<file path="config.mk">
export PLATFORM = sky130hd
export DESIGN_NAME = mem_stage
export DESIGN_NICKNAME = d
export VERILOG_FILES = /design/src/rtl/mem_stage_pkg.sv /design/src/rtl/mem_bus_ctrl.sv /design/src/rtl/mem_stage.sv
export SDC_FILE = /design/constraint.sdc
export NUM_CORES = 1
export LEC_CHECK = 0
export ABC_AREA = 1
export CORE_UTILIZATION = 41
export CTS_CLUSTER_SIZE = 24
export DETAILED_ROUTE_END_ITERATION = 8
export PLACE_DENSITY_LB_ADDON = 0.12
export SYNTH_ARGS = -nofsm -noshare
export SYNTH_HDL_FRONTEND = slang
export SYNTH_SLANG_ARGS = --single-unit
</file>
<file path="constraint.sdc">
create_clock -name clk -period 1.6 [get_ports clk]
set_input_delay 0.32 -clock clk [delete_from_list [all_inputs] [get_ports clk]]
set_output_delay 0.32 -clock clk [all_outputs]
set_load 0.01 [all_outputs]
</file>
<file path="src/rtl/mem_stage_pkg.sv">
// Purpose: state and exception encodings shared by the MEM stage and its bus controller.
// Latency: none (types and constants only).
// Backpressure: none.
package mem_stage_pkg;

    typedef enum logic [1:0] {
        MS_IDLE  = 2'd0,
        MS_REQ   = 2'd1,
        MS_WAIT  = 2'd2,
        MS_DRAIN = 2'd3
    } ms_state_t;

    // mem_exc is {ades, adel}
    localparam logic [1:0] MEM_EXC_NONE = 2'b00;
    localparam logic [1:0] MEM_EXC_ADEL = 2'b01;
    localparam logic [1:0] MEM_EXC_ADES = 2'b10;

endpackage

</file>
<file path="src/rtl/mem_bus_ctrl.sv">
// Purpose: req/gnt/rvalid data-bus sequencer for one word access at a time.
// Latency: done fires in the cycle d_rvalid arrives (earliest: the first REQ cycle).
// Backpressure: idle low from start until the access completes or is drained.
module mem_bus_ctrl
    import mem_stage_pkg::*;
#(
    parameter int DATA_W = 32
) (
    input  logic              clk,
    input  logic              resetn,
    input  logic              start,
    input  logic              start_we,
    input  logic [DATA_W-1:0] start_addr,
    input  logic [DATA_W-1:0] start_wdata,
    input  logic              abort,
    output logic              idle,
    output logic              done,
    output logic [DATA_W-1:0] rdata,
    output logic              d_req,
    output logic              d_we,
    output logic [DATA_W-1:0] d_addr,
    output logic [DATA_W-1:0] d_wdata,
    input  logic              d_gnt,
    input  logic              d_rvalid,
    input  logic [DATA_W-1:0] d_rdata
);

    ms_state_t state_q, state_d;

    always_ff @(posedge clk or negedge resetn) begin
        if (!resetn) begin
            state_q <= MS_IDLE;
            d_we    <= 1'b0;
            d_addr  <= '0;
            d_wdata <= '0;
        end else begin
            state_q <= state_d;
            if (start && state_q == MS_IDLE) begin
                d_we    <= start_we;
                d_addr  <= start_addr;
                d_wdata <= start_wdata;
            end
        end
    end

    always_comb begin
        state_d = state_q;
        done    = 1'b0;
        d_req   = 1'b0;
        case (state_q)
            MS_IDLE: begin
                if (start) state_d = MS_REQ;
            end
            MS_REQ: begin
                if (abort) begin
                    // A grant that lands anyway leaves the access in flight on the bus.
                    if (d_gnt && !d_rvalid) state_d = MS_DRAIN;
                    else                    state_d = MS_IDLE;
                end else begin
                    d_req = 1'b1;
                    if (d_gnt) begin
                        if (d_rvalid) begin
                            done    = 1'b1;
                            state_d = MS_IDLE;
                        end else begin
                            state_d = MS_WAIT;
                        end
                    end
                end
            end
            MS_WAIT: begin
                if (d_rvalid) begin
                    done    = !abort;
                    state_d = MS_IDLE;
                end else if (abort) begin
                    state_d = MS_DRAIN;
                end
            end
            MS_DRAIN: begin
                if (d_rvalid) state_d = MS_IDLE;
            end
            default: state_d = MS_IDLE;
        endcase
    end

    assign idle  = (state_q == MS_IDLE);
    assign rdata = d_rdata;

endmodule

</file>
<file path="src/rtl/mem_stage.sv">
// Purpose: MEM pipeline stage; registers EX results, runs LW/SW on the data bus, feeds WB.
// Latency: 1 cycle for non-memory ops; capture + REQ + retire (minimum) for LW/SW.
// Backpressure: ex_ready low while a bus access is outstanding. MEM_ALIGN_CHECK_EN adds address-alignment exceptions.
module mem_stage
    import mem_stage_pkg::*;
#(
    parameter int DATA_W  = 32,
    parameter int RADDR_W = 5
) (
    input  logic               clk,
    input  logic               resetn,
    input  logic               flush,
    input  logic               ex_valid,
    output logic               ex_ready,
    input  logic [DATA_W-1:0]  ex_alures,
    input  logic               ex_is_load,
    input  logic               ex_m_wen,
    input  logic [DATA_W-1:0]  ex_m_addr,
    input  logic [DATA_W-1:0]  ex_m_dout,
    input  logic               ex_wreg,
    input  logic [RADDR_W-1:0] ex_waddr,
    output logic               d_req,
    output logic               d_we,
    output logic [DATA_W-1:0]  d_addr,
    output logic [DATA_W-1:0]  d_wdata,
    input  logic               d_gnt,
    input  logic               d_rvalid,
    input  logic [DATA_W-1:0]  d_rdata,
    output logic               wb_valid,
    output logic               wb_wreg,
    output logic [RADDR_W-1:0] wb_waddr,
    output logic [DATA_W-1:0]  wb_wdata,
    output logic [1:0]         mem_exc
);

    logic               idle, done, capture, is_mem, misalign, start;
    logic [DATA_W-1:0]  rdata;
    logic               ld_q, wreg_q;
    logic [RADDR_W-1:0] waddr_q;

    assign ex_ready = idle;
    assign capture  = ex_valid && !flush && idle;
    assign is_mem   = ex_is_load || ex_m_wen;
`ifdef MEM_ALIGN_CHECK_EN
    assign misalign = is_mem && (ex_m_addr[1:0] != 2'b00);
`else
    assign misalign = 1'b0;
`endif
    assign start    = capture && is_mem && !misalign;

    mem_bus_ctrl #(
        .DATA_W(DATA_W)
    ) u_bus (
        .clk        (clk),
        .resetn     (resetn),
        .start      (start),
        .start_we   (ex_m_wen),
        .start_addr (ex_m_addr),
        .start_wdata(ex_m_dout),
        .abort      (flush),
        .idle       (idle),
        .done       (done),
        .rdata      (rdata),
        .d_req      (d_req),
        .d_we       (d_we),
        .d_addr     (d_addr),
        .d_wdata    (d_wdata),
        .d_gnt      (d_gnt),
        .d_rvalid   (d_rvalid),
        .d_rdata    (d_rdata)
    );

    always_ff @(posedge clk or negedge resetn) begin
        if (!resetn) begin
            wb_valid <= 1'b0;
            wb_wreg  <= 1'b0;
            wb_waddr <= '0;
            wb_wdata <= '0;
            mem_exc  <= MEM_EXC_NONE;
            ld_q     <= 1'b0;
            wreg_q   <= 1'b0;
            waddr_q  <= '0;
        end else begin
            wb_valid <= 1'b0;
            wb_wreg  <= 1'b0;
            mem_exc  <= MEM_EXC_NONE;
            if (capture && !is_mem) begin
                wb_valid <= 1'b1;
                wb_wreg  <= ex_wreg;
                wb_waddr <= ex_waddr;
                wb_wdata <= ex_alures;
            end else if (capture && misalign) begin
                // Faulting address goes to WB so the exception handler can report it.
                wb_valid <= 1'b1;
                wb_waddr <= ex_waddr;
                wb_wdata <= ex_m_addr;
                mem_exc  <= ex_is_load ? MEM_EXC_ADEL : MEM_EXC_ADES;
            end else if (start) begin
                ld_q    <= ex_is_load;
                wreg_q  <= ex_wreg;
                waddr_q <= ex_waddr;
            end
            if (done) begin
                wb_valid <= 1'b1;
                wb_wreg  <= ld_q && wreg_q;
                wb_waddr <= waddr_q;
                if (ld_q) wb_wdata <= rdata;
            end
        end
    end

endmodule
</file>
# --- Yosys cells after proc, flatten, opt, wreduce, memory -nomap -nowiden ---
# Cells that the tools add are included.
totals:
  reg_bits: 113
  ram_bits: 0
  mem_count: 0
  latchBits: 0
  rom_bits: 0
  output_inout_bits: 108
op_classes:
  div: 0
  n_reduce_logical: 15
  n_addsub: 0
  mul: 0
  n_bitwise: 1
  shifts: 0
  eq_ne: 7
  order_cmp: 0
  n_mux: 25
ops:
  columns: ["op", "n"]
  rows:
  - ["$mux 32", 3]
  - ["$mux 2", 8]
  - ["$mux 1", 10]
  - ["$mux 5", 2]
  - ["$pmux 2 s4", 1]
  - ["$logic_and 1x1->1", 7]
  - ["$ne 3x3->1 const B", 2]
  - ["$eq 2x2->1 const B", 2]
  - ["$reduce_and 4->1", 1]
  - ["$logic_not 1->1", 3]
  - ["$eq 2x1->1 const B", 1]
  - ["$logic_not 2->1", 1]
  - ["$ne 2x1->1 const B", 1]
  - ["$ne 2x2->1 const B", 1]
  - ["$pmux 1 s2", 1]
  - ["$reduce_and 2->1", 1]
  - ["$reduce_bool 2->1", 1]
  - ["$logic_or 1x1->1", 1]
  - ["$not 1->1", 1]

# --- Logic depth before layout (Yosys ltp) ---
# Gate-level depths: netlist of run 1.
logic_depth:
  depth_word: 7
  mapped_depth: 10
  depth_no_buf: 9

# --- Cells and area by module ---
# A second synthesis of run 1 with hierarchy kept.
unflattened:
  hier_cells: 560
  hier_area_um2: 5582.9
by_module_without_submodules:
  columns: ["mod", "area_per_inst_um2", "n_inst", "cells_per_inst"]
  rows:
  - ["mem_bus_ctrl", 3106.7, 1, 209]
  - ["mem_stage", 2476.1, 1, 351]

# --- Worst setup path after synthesis of run 1 ---
# Ideal clock, no wire load.
synth_timing:
  path_kind: "register -> register"
  from: "reg u_bus.state_q[0]"
  to: "reg wb_wdata[12]"
  slack_ps: 30
  path_stages_with_launch: 11
  arrival_ps: 1505
  synth_period_minus_slack_ps: 1570
  path_buffers: 2
  t_required_ps: 1535
  setup_time_ps: 65
  path_cell_list: "dfrtp_1 > inv_1 > ha_1 > nand2_1 > nor2_4 > nand2_1 > buf_2 > buf_6 > nand2_1 > nand3_1 > nand2_1"
synth_between:
  elab_chain_len: 6
synth_rtl:
  columns: ["item", "line", "rtl"]
  rows:
  - ["from (decl)", "mem_bus_ctrl.sv:28", "ms_state_t state_q, state_d;"]
  - ["from (signal assigned)", "mem_bus_ctrl.sv:37", "state_q <= state_d;"]
  - ["$logic_not 2->1 *", "mem_bus_ctrl.sv:86", "assign idle = (state_q == MS_IDLE);"]
  - ["via ex_ready", "mem_stage.sv:14", "output logic ex_ready,"]
  - ["$logic_and 1x1->1 *", "mem_stage.sv:42", "assign capture = ex_valid && !flush && idle;"]
  - ["$logic_and 1x1->1 *", "mem_stage.sv:87", "if (capture && !is_mem) begin"]
  - ["$mux 32 *", "mem_stage.sv:87", null]
  - ["$mux 32", "mem_stage.sv:107", "if (ld_q) wb_wdata <= rdata;"]
  - ["$mux 32 *", "mem_stage.sv:103", "if (done) begin"]
  - ["to (signal assigned)", "mem_stage.sv:91", "wb_wdata <= ex_alures;"]
  - ["to (signal assigned)", "mem_stage.sv:96", "wb_wdata <= ex_m_addr;"]
  - ["to (signal assigned)", "mem_stage.sv:107", null]
  - ["to (decl)", "mem_stage.sv:32", "output logic [DATA_W-1:0] wb_wdata,"]
# Mark *: on every way through the listed nets, which the timed path passes. The rest lies on a longest branch.
# A chain may end at the register's enable or synchronous reset.

# --- Final worst setup path of run 1 ---
layout_timing:
  from: "reg u_bus.state_q[1]"
  to: "reg u_bus.d_wdata[1]"
layout_between:
  elab_chain_len: 4
layout_rtl:
  columns: ["item", "line", "rtl"]
  rows:
  - ["$logic_not 2->1 *", "mem_bus_ctrl.sv:38, mem_bus_ctrl.sv:86", null]
  - ["$logic_and 1x1->1", "mem_stage.sv:42", null]
  - ["$logic_and 1x1->1", "mem_stage.sv:49", "assign start = capture && is_mem && !misalign;"]
  - ["$logic_and 1x1->1 *", "mem_bus_ctrl.sv:38", "if (start && state_q == MS_IDLE) begin"]
  - ["to (signal assigned)", "mem_bus_ctrl.sv:41", "d_wdata <= start_wdata;"]
  - ["to (decl)", "mem_bus_ctrl.sv:22", "output logic [DATA_W-1:0] d_wdata,"]
# Mark *: on every way between the ends. The rest lies on a longest branch, timed or not.

==> flow_metrics.env, run 1 <==
export IMPL_cp_num_buf_inv=5
export IMPL_critical_path_class="reg2reg"
export IMPL_die_x_um=113.0
export IMPL_violations="setup timing"
export IMPL_finalSetupTns_ns=-0.05364
export IMPL_placed_cell_area_um2=7816
export IMPL_skew_ns=0.007109
export IMPL_crit_path_top_delay_cell="dfrtp_1"
export IMPL_swShare=0.3517
export IMPL_synthDistinctLibCells=20
export IMPL_clockPowerShare=0.245
export IMPL_slowest_delay_ns=0.38
export IMPL_post_synth_cell_area_avg_um2=7.676
export IMPL_critical_path_top_delay_family="buffers and inverters"
export IMPL_diodes=0
export IMPL_final_cell_area_um2=8994
export IMPL_std_cell_rows=40
export IMPL_drive_above_1_share=0.1455
export IMPL_clkTransAtPathRegs_ns=0.05
export IMPL_via_per_inst=4.753
export IMPL_synth_seq_cells=113
export IMPL_area_growth_pct=78.05
export IMPL_hp_class="in2async"
export IMPL_grt_overflow=0
export IMPL_drt_iter0_drc=327
export IMPL_cts_root_buffer="clkbuf_16"
export IMPL_synthesis_area_um2=5051
export IMPL_core_um2=12010
export IMPL_max_freq_mhz=620.3
export IMPL_drt_wl_total_mm=17.48
export IMPL_layout_nets=1088
export IMPL_initial_core_util=0.4205
export IMPL_drtAntennaViolNets=0
export IMPL_power_density_nw_per_um2=1658
export IMPL_cts_sinks=113
export IMPL_combinationalPowerShare=0.418
export IMPL_cpMostUsedCell="nand2_1"
export IMPL_ir_drop_uv=845.5
export IMPL_synth_top_area_frac=0.5598
export IMPL_critPathRequiredTime_ns=1.94
export IMPL_grt_max_degree=61
export IMPL_p_sw_w=0.005245
export IMPL_setup_violations_final=13
export IMPL_hold_violations=0
export IMPL_outcome="finished, violations left"
export IMPL_internal_power_w=0.009670
export IMPL_place_gp_congestion=0.8145
export IMPL_synth_cells=658
export IMPL_finalWorstSetupSlack_ns=-0.01223
export IMPL_clkLatencyLatePin_ns=0.40
export IMPL_clockBufferDepth=2
export IMPL_cts_max_level=4
export IMPL_crit_fanout=9
export IMPL_power_frac_seq=0.337
export IMPL_rrSetupSlack_ns=-0.01
export IMPL_p_leak_nw=4.777
export IMPL_numCtsBuffers=17
export IMPL_grt_antenna_before_repair=0
export IMPL_vias=5238
export IMPL_grt_pass1_vias=5157
export IMPL_grt_pass1_wl_mm=24.76
export IMPL_cts_tree="built"
export IMPL_cap_viol_max_count=0
export IMPL_wl_per_cell_um=15.86
export IMPL_path_cells="inv_2 -> buf_6 -> ha_4 -> nand2_4 -> nor2_4 -> buf_12 -> nand2_8 -> clkinv_8 -> clkbuf_16 -> nand2_1 -> nand2_1"
export IMPL_slew_violations=0
export IMPL_hpwlAfterDp_mm=10.65
export IMPL_yosys_area_top_type="dfrtp_1"
export IMPL_die_h_um=113.0
export IMPL_drtPass1Iterations=4
export IMPL_rsz0062_at_grt="true"
export IMPL_die_area_um2=12770
export IMPL_drc=0
export IMPL_startpoint_type="flop"
export IMPL_cp_arrival_ns=1.95
export IMPL_layout_min_cycle_time_ns=1.612
export IMPL_io_pins=250
export IMPL_end_kind="flop"
export IMPL_port_buffers=247
export IMPL_ys_seq_area_frac=0.5598
export IMPL_ys_warn_count=0
export IMPL_track_usage=0.2482
export IMPL_fin_crit_sh=1.008
export IMPL_synth_area_leaders="dfrtp_1 (56%), nand2_1 (27%), inv_1 (5.4%), nand3_1 (5.1%), buf_2 (1.6%)"
[layout by cell type (no fill, tap or decap), drive strengths merged]
master	Yosys	routed
dlygate4sd2	0	103
nor2	9	9
nand2	369	370
clkinvlp	0	4
conb	1	2
inv	75	74
o21ai	1	1
nor3	1	1
buf	23	35
dfrtp	113	113
or2	1	1
nand3	52	52
clkbuf	8	35
bufinv	0	2
ha	4	4
a21oi	1	1
clkinv	0	6
clkdlybuf4s50	0	141
dlygate4sd3	0	1
[cell type report]
type / count / area, um^2
clock buffer: 22 / 464.2
clock inverter: 10 / 110.1
fill: 892 / 3018
inverter: 75 / 301.5
multi-input combinational: 441 / 1979
sequential: 113 / 2828
tap: 147 / 183.9
timing repair buffer: 293 / 3110
timing repair inverter: 1 / 16.27
[cells in the mapped netlist, drive strengths merged]
cell type / n
nand2: 369
nor2: 9
clkbuf: 8
or2: 1
buf: 23
o21ai: 1
nor3: 1
dfrtp: 113
conb: 1
ha: 4
nand3: 52
inv: 75
a21oi: 1
[metrics by stage]
stage / utilization / hold WS (ns) / instances / total power [W] / setup slack, ns
after global routing: 0.7488 / 0.2468 / 1102 / 0.01590 / -0.09548
after floorplan: - / 0.02441 / 659 / 0.007587 / 0.03030
final: 0.7488 / 0.2564 / 1102 / 0.01491 / -0.01223
after detailed placement: 0.6507 / 0.1262 / 1047 / 0.01142 / -0.2478
after CTS: 0.6900 / 0.2375 / 1080 / 0.01424 / -0.04229
after global placement: 0.6507 / 0.1274 / 1047 / 0.01120 / -0.1988
[repair_timing]
item	CTS	global route
endpoints found under the setup margin	180	113
hold endpoints to repair	113	0
gates cloned	0	20
buffers inserted	0	3
pin swaps	0	8
hold buffers	1	0
gates resized for setup	119	82
[cells by family (layout without fill, tap and decap cells)]
family,Yosys count,count (layout),share of synthesized area
adder cells (fa/ha/maj),4,4,0.009909
buffers and inverters,106,401,0.08942
AND/OR/NAND/NOR,432,433,0.3381
AO/OA/AOI/OAI,2,2,0.001980
flip-flops,113,113,0.5598
other,1,2,0.0007424
[power groups by stage]
| stage | Combinational [W] | Clock (W) | Sequential, W |
|---|---|---|---|
| after floorplan | 0.00199 | 0 | 0.00560 |
| after global placement | 0.00622 | 0 | 0.00498 |
| after detailed placement | 0.00637 | 0 | 0.00505 |
| after CTS | 0.00555 | 0.00371 | 0.00498 |
| after global routing | 0.00684 | 0.00387 | 0.00519 |
| final | 0.00623 | 0.00366 | 0.00503 |
[metal layers]
layer | wire (um) | track usage | up-vias
met1 | 6891 | 0.2898 | 2416
met5 | 0 | 0 | -
met4 | 362 | 0.09474 | 0
li1 | - | - | 2529
met3 | 1547 | 0.08623 | 31
met2 | 8682 | 0.4218 | 262
[registers in the layout (all words and copies together) (netlist names)]
register       count
u_bus.d_addr      32
u_bus.d_wdata     32
wb_wdata          32
waddr_q            5
wb_waddr           5
u_bus.state_q      2
ld_q               1
u_bus.d_we         1
wb_valid           1
wb_wreg            1
wreg_q             1
[worst reg2reg max path, cell delays in order (launching register included)]
cell       delay (ns)
dfrtp_1          0.38
inv_2            0.09
buf_6            0.11
ha_4             0.15
nand2_4          0.05
nor2_4           0.12
buf_12           0.14
nand2_8          0.11
clkinv_8         0.11
clkbuf_16        0.16
nand2_1          0.06
nand2_1          0.06
[worst paths after layout]
kind	startpoint	end	cells past startpoint
max in group asynchronous	resetn	u_bus.d_wdata[24]$_DFFE_PN0P_	3
min in group clk	ex_m_addr[14]	u_bus.d_addr[14]$_DFFE_PN0P_	3
max reg2reg	u_bus.state_q[1]$_DFFE_PN0P_	u_bus.d_wdata[1]$_DFFE_PN0P_	11
min reg2reg	u_bus.d_wdata[28]$_DFFE_PN0P_	u_bus.d_wdata[28]$_DFFE_PN0P_	2
max	u_bus.state_q[1]$_DFFE_PN0P_	u_bus.d_wdata[1]$_DFFE_PN0P_	11
min	resetn	wb_wdata[26]$_DFF_PN0_	2
Note: power is estimated with default switching activity, not from simulation.
==> inputs of run 2 (changes only) <==
--- a/config.mk
+++ b/config.mk
@@ -9,7 +9,7 @@
 export CORE_UTILIZATION = 41
 export CTS_CLUSTER_SIZE = 24
 export DETAILED_ROUTE_END_ITERATION = 8
-export PLACE_DENSITY_LB_ADDON = 0.12
+export PLACE_DENSITY = 0.87
 export SYNTH_ARGS = -nofsm -noshare
 export SYNTH_HDL_FRONTEND = slang
 export SYNTH_SLANG_ARGS = --single-unit
==> run 2 against run 1 <==
Compared with the run above: the flow still finishes with violations (setup timing); clock power up 4%; count of clock-buffer cells in the layout rose by 2; global-route usage is 0.12 points lower; die area is the same; worst hold slack better by 0.18 ns; register-to-register slack worse by 0.07 ns; sequential power is 0.8% higher; critical path depth is 2 lower; wire length shrank 3.8%; core utilization decreased by 2.9 points; setup slack lost 0.070 ns; sequential share of layout area rose by 1.2 points; highest routed layer unchanged.
==> flow_metrics.env, run 2 (synthesized netlist as in run 1, its figures left out) <==
export IMPL_outcome="finished, violations left"
export IMPL_violations="setup timing"
export IMPL_io_pins=250
export IMPL_drt_iter0_drc=314
export IMPL_ir_drop_uv=1274
export IMPL_area_growth_pct=71.27
export IMPL_hp_class="in2reg"
export IMPL_cts_root_buffer="clkbuf_16"
export IMPL_clockPowerShare=0.256
export IMPL_core_um2=12010
export IMPL_grt_pass1_wl_mm=24.05
export IMPL_critPathRequiredTime_ns=1.89
export IMPL_rsz0062_at_grt="true"
export IMPL_worstHoldStart="ex_m_addr[12]"
export IMPL_finalWorstSetupSlack_ns=-0.08227
export IMPL_hold_violations=0
export IMPL_reg_largest_list="u_bus.d_addr x32, u_bus.d_wdata x32, wb_wdata x32"
export IMPL_port_buffers=247
export IMPL_die_x_um=113.0
export IMPL_place_gp_congestion=0.8088
export IMPL_startpoint_type="flop"
export IMPL_die_area_um2=12770
export IMPL_drtAntennaViolNets=0
export IMPL_cts_max_level=4
export IMPL_grt_overflow=0
export IMPL_post_place_ws_ns=-0.2744
export IMPL_hold_slack_ns=0.4406
export IMPL_clkLatencyLatePin_ns=0.41
export IMPL_diodes=0
export IMPL_rr_startpoint="u_bus.state_q[0]$_DFFE_PN0P_"
export IMPL_track_usage=0.2469
export IMPL_grt_antenna_before_repair=0
export IMPL_setup_violations_final=64
export IMPL_worstSetupStartpoint="u_bus.state_q[0]$_DFFE_PN0P_"
export IMPL_combinationalPowerShare=0.400
export IMPL_cts_tree="built"
export IMPL_vias=5140
export IMPL_grt_max_degree=67
export IMPL_fin_crit_sh=1.051
export IMPL_initial_core_util=0.4205
export IMPL_crit_fanout=9
export IMPL_slew_violations=0
export IMPL_cap_viol_max_count=0
export IMPL_internal_power_w=0.009656
export IMPL_drive_above_1_share=0.1071
export IMPL_skew_ns=0.008044
export IMPL_grt_pass1_vias=4931
export IMPL_holdPathEnd="u_bus.d_addr[12]$_DFFE_PN0P_"
export IMPL_layout_min_cycle_time_ns=1.682
export IMPL_clkTransAtPathRegs_ns=0.05
export IMPL_die_h_um=113.0
export IMPL_p_sw_w=0.005114
export IMPL_swShare=0.3463
export IMPL_end_kind="flop"
export IMPL_most_common_layout_cells="nand2_1 (350), clkdlybuf4s50_1 (140), dfrtp_1 (113), dlygate4sd2_1 (103), inv_1 (68)"
export IMPL_critical_path_class="reg2reg"
export IMPL_drt_wl_total_mm=16.82
export IMPL_p_leak_nw=4.680
export IMPL_std_cell_rows=40
export IMPL_layout_commonest_cell="nand2_1"
export IMPL_rr_worst_depth=9
export IMPL_via_per_inst=4.716
export IMPL_cp_arrival_ns=1.98
export IMPL_rrSetupSlack_ns=-0.08
export IMPL_wl_per_cell_um=15.43
export IMPL_clockBufferDepth=2
export IMPL_numCtsBuffers=17
export IMPL_holdPathStages=3
export IMPL_power_frac_seq=0.343
export IMPL_drtPass1Iterations=5
export IMPL_layout_nets=1078
export IMPL_power_density_nw_per_um2=1707
export IMPL_r2r_end="ld_q$_DFFE_PN0P_"
export IMPL_hpwlAfterDp_mm=10.78
export IMPL_max_freq_mhz=594.4
export IMPL_drc=0
export IMPL_cts_sinks=113
==> run 2: cell types whose count changed in the layout (fill, tap and decap cells not counted), moves of 2 or more <==
| cell | delta |
|---|---|
| buf_12 | -4 |
| buf_4 | +4 |
| nor2_1 | +2 |
| buf_2 | +2 |
| nor2_2 | -2 |
| nand2_2 | -22 |
| clkinvlp_4 | -4 |
| clkbuf_16 | -8 |
| nand2_1 | +22 |
==> run 2: what timing repair did <==
action,in CTS,in global routing
resized for setup,116,46
hold buffers,1,0
pin swaps,1,4
buffers inserted,1,3
setup endpoints to repair,175,86
cloned,0,6
endpoints found under the hold margin,113,0
==> run 2: worst max path at each step <==
stage | to | cells past startpoint
6_report | ld_q$_DFFE_PN0P_ | 9
5_1_grt | ld_q$_DFFE_PN0P_ | 9
4_1_cts | d_req | 5
3_5_place_dp | d_req | 3
3_3_place_gp | d_req | 3
2_1_floorplan | wb_wdata[12]$_DFF_PN0_ | 10
==> run 2: power by group through the flow <==
| stage | Clock [W] | Combinational [W] | Sequential (W) |
|---|---|---|---|
| after floorplan | 0 | 0.00199 | 0.00560 |
| after CTS | 0.00383 | 0.00553 | 0.00501 |
| final | 0.00379 | 0.00591 | 0.00507 |
| after global placement | 0 | 0.00617 | 0.00501 |
| after global routing | 0.00399 | 0.00649 | 0.00521 |
| after detailed placement | 0 | 0.00634 | 0.00505 |
==> run 2: critical path, cell delays in order, from the launching register on <==
cell     delay, ns
dfrtp_1       0.45
inv_2         0.12
ha_4          0.17
nand2_4       0.06
nor2_4        0.20
nand2_8       0.14
buf_4         0.18
buf_4         0.12
nand2_1       0.07
nand2_1       0.06
==> run 2: layout make-up <==
| class | count | area (um^2) |
|---|---|---|
| fill | 896 | 3361 |
| clock inverter | 6 | 105.1 |
| inverter | 75 | 296.5 |
| timing repair buffer | 285 | 2846 |
| sequential | 113 | 2828 |
| tap | 147 | 183.9 |
| clock buffer | 24 | 481.7 |
| multi-input combinational | 440 | 1909 |
==> run 2: per-stage QoR <==
step                      instance area, um^2   TNS, ns  utilization  instances  power [W]
final                                    8651    -1.092       0.7202       1090    0.01477
after global routing                     8651    -11.25       0.7202       1090    0.01569
after CTS                                8324  -0.09746       0.6930       1081    0.01437
after detailed placement                 7844    -15.95       0.6530       1049    0.01139
after floorplan                          5055         0            -        659   0.007587
after global placement                   7844    -12.37       0.6530       1049    0.01118
==> run 2: metal layers <==
layer | track usage | wire length (um) | vias up
met2 | 0.4259 | 8540 | 233
met3 | 0.09855 | 1550 | 26
met5 | 0 | 0 | -
met4 | 0.09123 | 277 | 0
li1 | - | - | 2494
met1 | 0.2760 | 6452 | 2387
==> inputs of run 3 (changes only) <==
--- a/config.mk
+++ b/config.mk
@@ -6,10 +6,10 @@
 export NUM_CORES = 1
 export LEC_CHECK = 0
 export ABC_AREA = 1
-export CORE_UTILIZATION = 41
+export CORE_UTILIZATION = 35
 export CTS_CLUSTER_SIZE = 24
 export DETAILED_ROUTE_END_ITERATION = 8
-export PLACE_DENSITY = 0.87
+export PLACE_DENSITY = 0.77
 export SYNTH_ARGS = -nofsm -noshare
 export SYNTH_HDL_FRONTEND = slang
 export SYNTH_SLANG_ARGS = --single-unit
==> run 3 against run 2 <==
Compared with the run above: the run still ends with setup timing left; cell area grew 6.9%; critical path depth is 4 lower; global-route usage decreased by 3.4 points; worst hold slack worse by 0.0015 ns; via count grew 2.1%; sequential power grew 3%; count of clock-buffer cells in the layout down 5; sequential share of layout area down 2.1 points; total power increased by 3.9%; wire length up 0.54%; first-iteration DRC count fell by 7.3%; critical endpoint is now d_req; highest routed layer unchanged.
==> flow_metrics.env, run 3 (synthesized netlist as in run 1, its figures left out) <==
export IMPL_drtAntennaViolNets=0
export IMPL_grt_pass1_wl_mm=24.34
export IMPL_die_area_um2=14920
export IMPL_cts_tree="built"
export IMPL_crit_path_top_delay_cell="dfrtp_1"
export IMPL_layout_commonest_cell="nand2_1"
export IMPL_cp_arrival_ns=1.30
export IMPL_swShare=0.3604
export IMPL_r2r_end="wb_wdata[14]$_DFF_PN0_"
export IMPL_clockBufferDepth=2
export IMPL_layout_min_cycle_time_ns=1.622
export IMPL_drt_wl_total_mm=16.91
export IMPL_numCtsBuffers=17
export IMPL_initial_core_util=0.3611
export IMPL_violations="setup timing"
export IMPL_internal_power_w=0.009820
export IMPL_critPathRequiredTime_ns=1.28
export IMPL_drtPass1Iterations=5
export IMPL_drive_above_1_share=0.2311
export IMPL_grt_pass1_vias=5059
export IMPL_power_frac_seq=0.341
export IMPL_hpwlAfterDp_mm=10.73
export IMPL_port_buffers=247
export IMPL_p_sw_w=0.005532
export IMPL_drt_iter0_drc=291
export IMPL_diodes=0
export IMPL_finalWorstSetupSlack_ns=-0.02237
export IMPL_critical_path_class="reg2out"
export IMPL_hp_class="in2reg"
export IMPL_p_total_w=0.01535
export IMPL_rsz0062_at_grt="true"
export IMPL_clockPowerShare=0.242
export IMPL_cap_viol_max_count=0
export IMPL_cts_sinks=113
export IMPL_via_per_inst=4.637
export IMPL_skew_ns=0.009171
export IMPL_place_inst=1086
export IMPL_cts_max_level=4
export IMPL_grt_antenna_before_repair=0
export IMPL_max_freq_mhz=616.4
export IMPL_crit_fanout=2
export IMPL_fin_crit_sh=1.014
export IMPL_die_x_um=122.1
export IMPL_ir_drop_uv=1051
export IMPL_power_density_nw_per_um2=1660
export IMPL_track_usage=0.2131
export IMPL_final_cells=1132
export IMPL_outcome="finished, violations left"
export IMPL_path_cells="inv_2 -> ha_4 -> inv_4 -> nor2_4 -> buf_6"
export IMPL_drc=0
export IMPL_end_kind="output port"
export IMPL_slowest_delay_ns=0.38
export IMPL_rr_startpoint="u_bus.state_q[0]$_DFFE_PN0P_"
export IMPL_grt_max_degree=59
export IMPL_startpoint_type="flop"
export IMPL_io_pins=250
export IMPL_cts_root_buffer="clkbuf_16"
export IMPL_reg_largest_list="u_bus.d_addr x32, u_bus.d_wdata x32, wb_wdata x32"
export IMPL_die_h_um=122.1
export IMPL_core_um2=13990
export IMPL_std_cell_rows=43
export IMPL_setup_violations_final=8
export IMPL_combinationalPowerShare=0.417
export IMPL_clkTransAtPathRegs_ns=0.06
export IMPL_p_leak_nw=4.869
export IMPL_clkLatencyLatePin_ns=0.42
export IMPL_cp_endpoint="d_req"
export IMPL_hold_violations=0
export IMPL_area_growth_pct=83.13
export IMPL_grt_overflow=0
export IMPL_rrSetupSlack_ns=-0.02
export IMPL_rr_worst_depth=9
export IMPL_layout_nets=1085
export IMPL_wl_per_cell_um=14.94
export IMPL_slew_violations=0
export IMPL_vias=5249
export IMPL_place_gp_congestion=0.8109
export IMPL_worstSetupStartpoint="u_bus.state_q[1]$_DFFE_PN0P_"
export IMPL_most_common_layout_cells="nand2_1 (250), clkdlybuf4s50_1 (140), dfrtp_1 (113), dlygate4sd2_1 (103), nand2_2 (96)"
-- run 3: area by class of cell --
| cell class | instances | area (um^2) |
|---|---|---|
| flip-flops and latches | 113 | 2828 |
| repair buffers | 292 | 3049 |
| clock inverters | 13 | 137.6 |
| fillers | 1116 | 4738 |
| multi-input cells | 440 | 2271 |
| well taps | 180 | 225.2 |
| clock buffers | 19 | 442.9 |
| inverters | 75 | 296.5 |
-- run 3: power by group through the flow --
stage	Combinational, W	Clock, W	Sequential [W]
final	0.00641	0.00371	0.00523
after global routing	0.00708	0.00391	0.00540
after CTS	0.00560	0.00377	0.00499
after detailed placement	0.00638	0	0.00503
after global placement	0.00626	0	0.00501
after floorplan	0.00199	0	0.00560
-- run 3: layer usage --
metal / wire [um] / up-vias / GRT usage
met4: 196 / 0 / 0.05716
met1: 6544 / 2463 / 0.2466
met5: 0 / - / 0
met3: 1998 / 19 / 0.1025
met2: 8172 / 250 / 0.3510
li1: - / 2517 / -
-- run 3: repair_timing --
action                                  CTS  global route
endpoints found under the setup margin  132           105
setup buffers                             1             2
resized for setup                       121           183
pin swaps                                 3            81
endpoints found under the hold margin   113             0
hold buffers                              1             0
gates cloned                              0            10
-- run 3: metrics by stage --
stage / util / instance area [um^2] / setup TNS [ns] / hold slack (ns) / setup slack, ns
2_1_floorplan: - / 5055 / 0 / 0.02441 / 0.03030
3_3_place_gp: 0.5667 / 7928 / -9.405 / 0.3614 / -0.2088
3_5_place_dp: 0.5667 / 7928 / -10.45 / 0.3534 / -0.2032
4_1_cts: 0.6023 / 8426 / -0.07001 / 0.4187 / -0.07001
5_1_grt: 0.6613 / 9250 / -3.919 / 0.4394 / -0.09220
6_report: 0.6613 / 9250 / -0.07389 / 0.4391 / -0.02237
-- run 3: how the worst min path moves through the flow --
stage             startpoint                            end  slack (ns)  cells after the start
4_1_cts        ex_m_dout[13]  u_bus.d_wdata[13]$_DFFE_PN0P_        0.42                      3
2_1_floorplan         resetn               ld_q$_DFFE_PN0P_        0.02                      0
3_3_place_gp          resetn  u_bus.d_wdata[27]$_DFFE_PN0P_        0.36                      2
6_report       ex_m_dout[15]  u_bus.d_wdata[15]$_DFFE_PN0P_        0.44                      3
3_5_place_dp          resetn  u_bus.d_wdata[27]$_DFFE_PN0P_        0.35                      2
5_1_grt        ex_m_dout[24]  u_bus.d_wdata[24]$_DFFE_PN0P_        0.44                      3
-- run 3: worst max-delay path: cells and delay by family, from the launching register on --
kind          cells  cell delay [ns]
buf+inv           3             0.26
simple gates      1             0.09
fa+ha+maj         1             0.16
flops             1             0.38
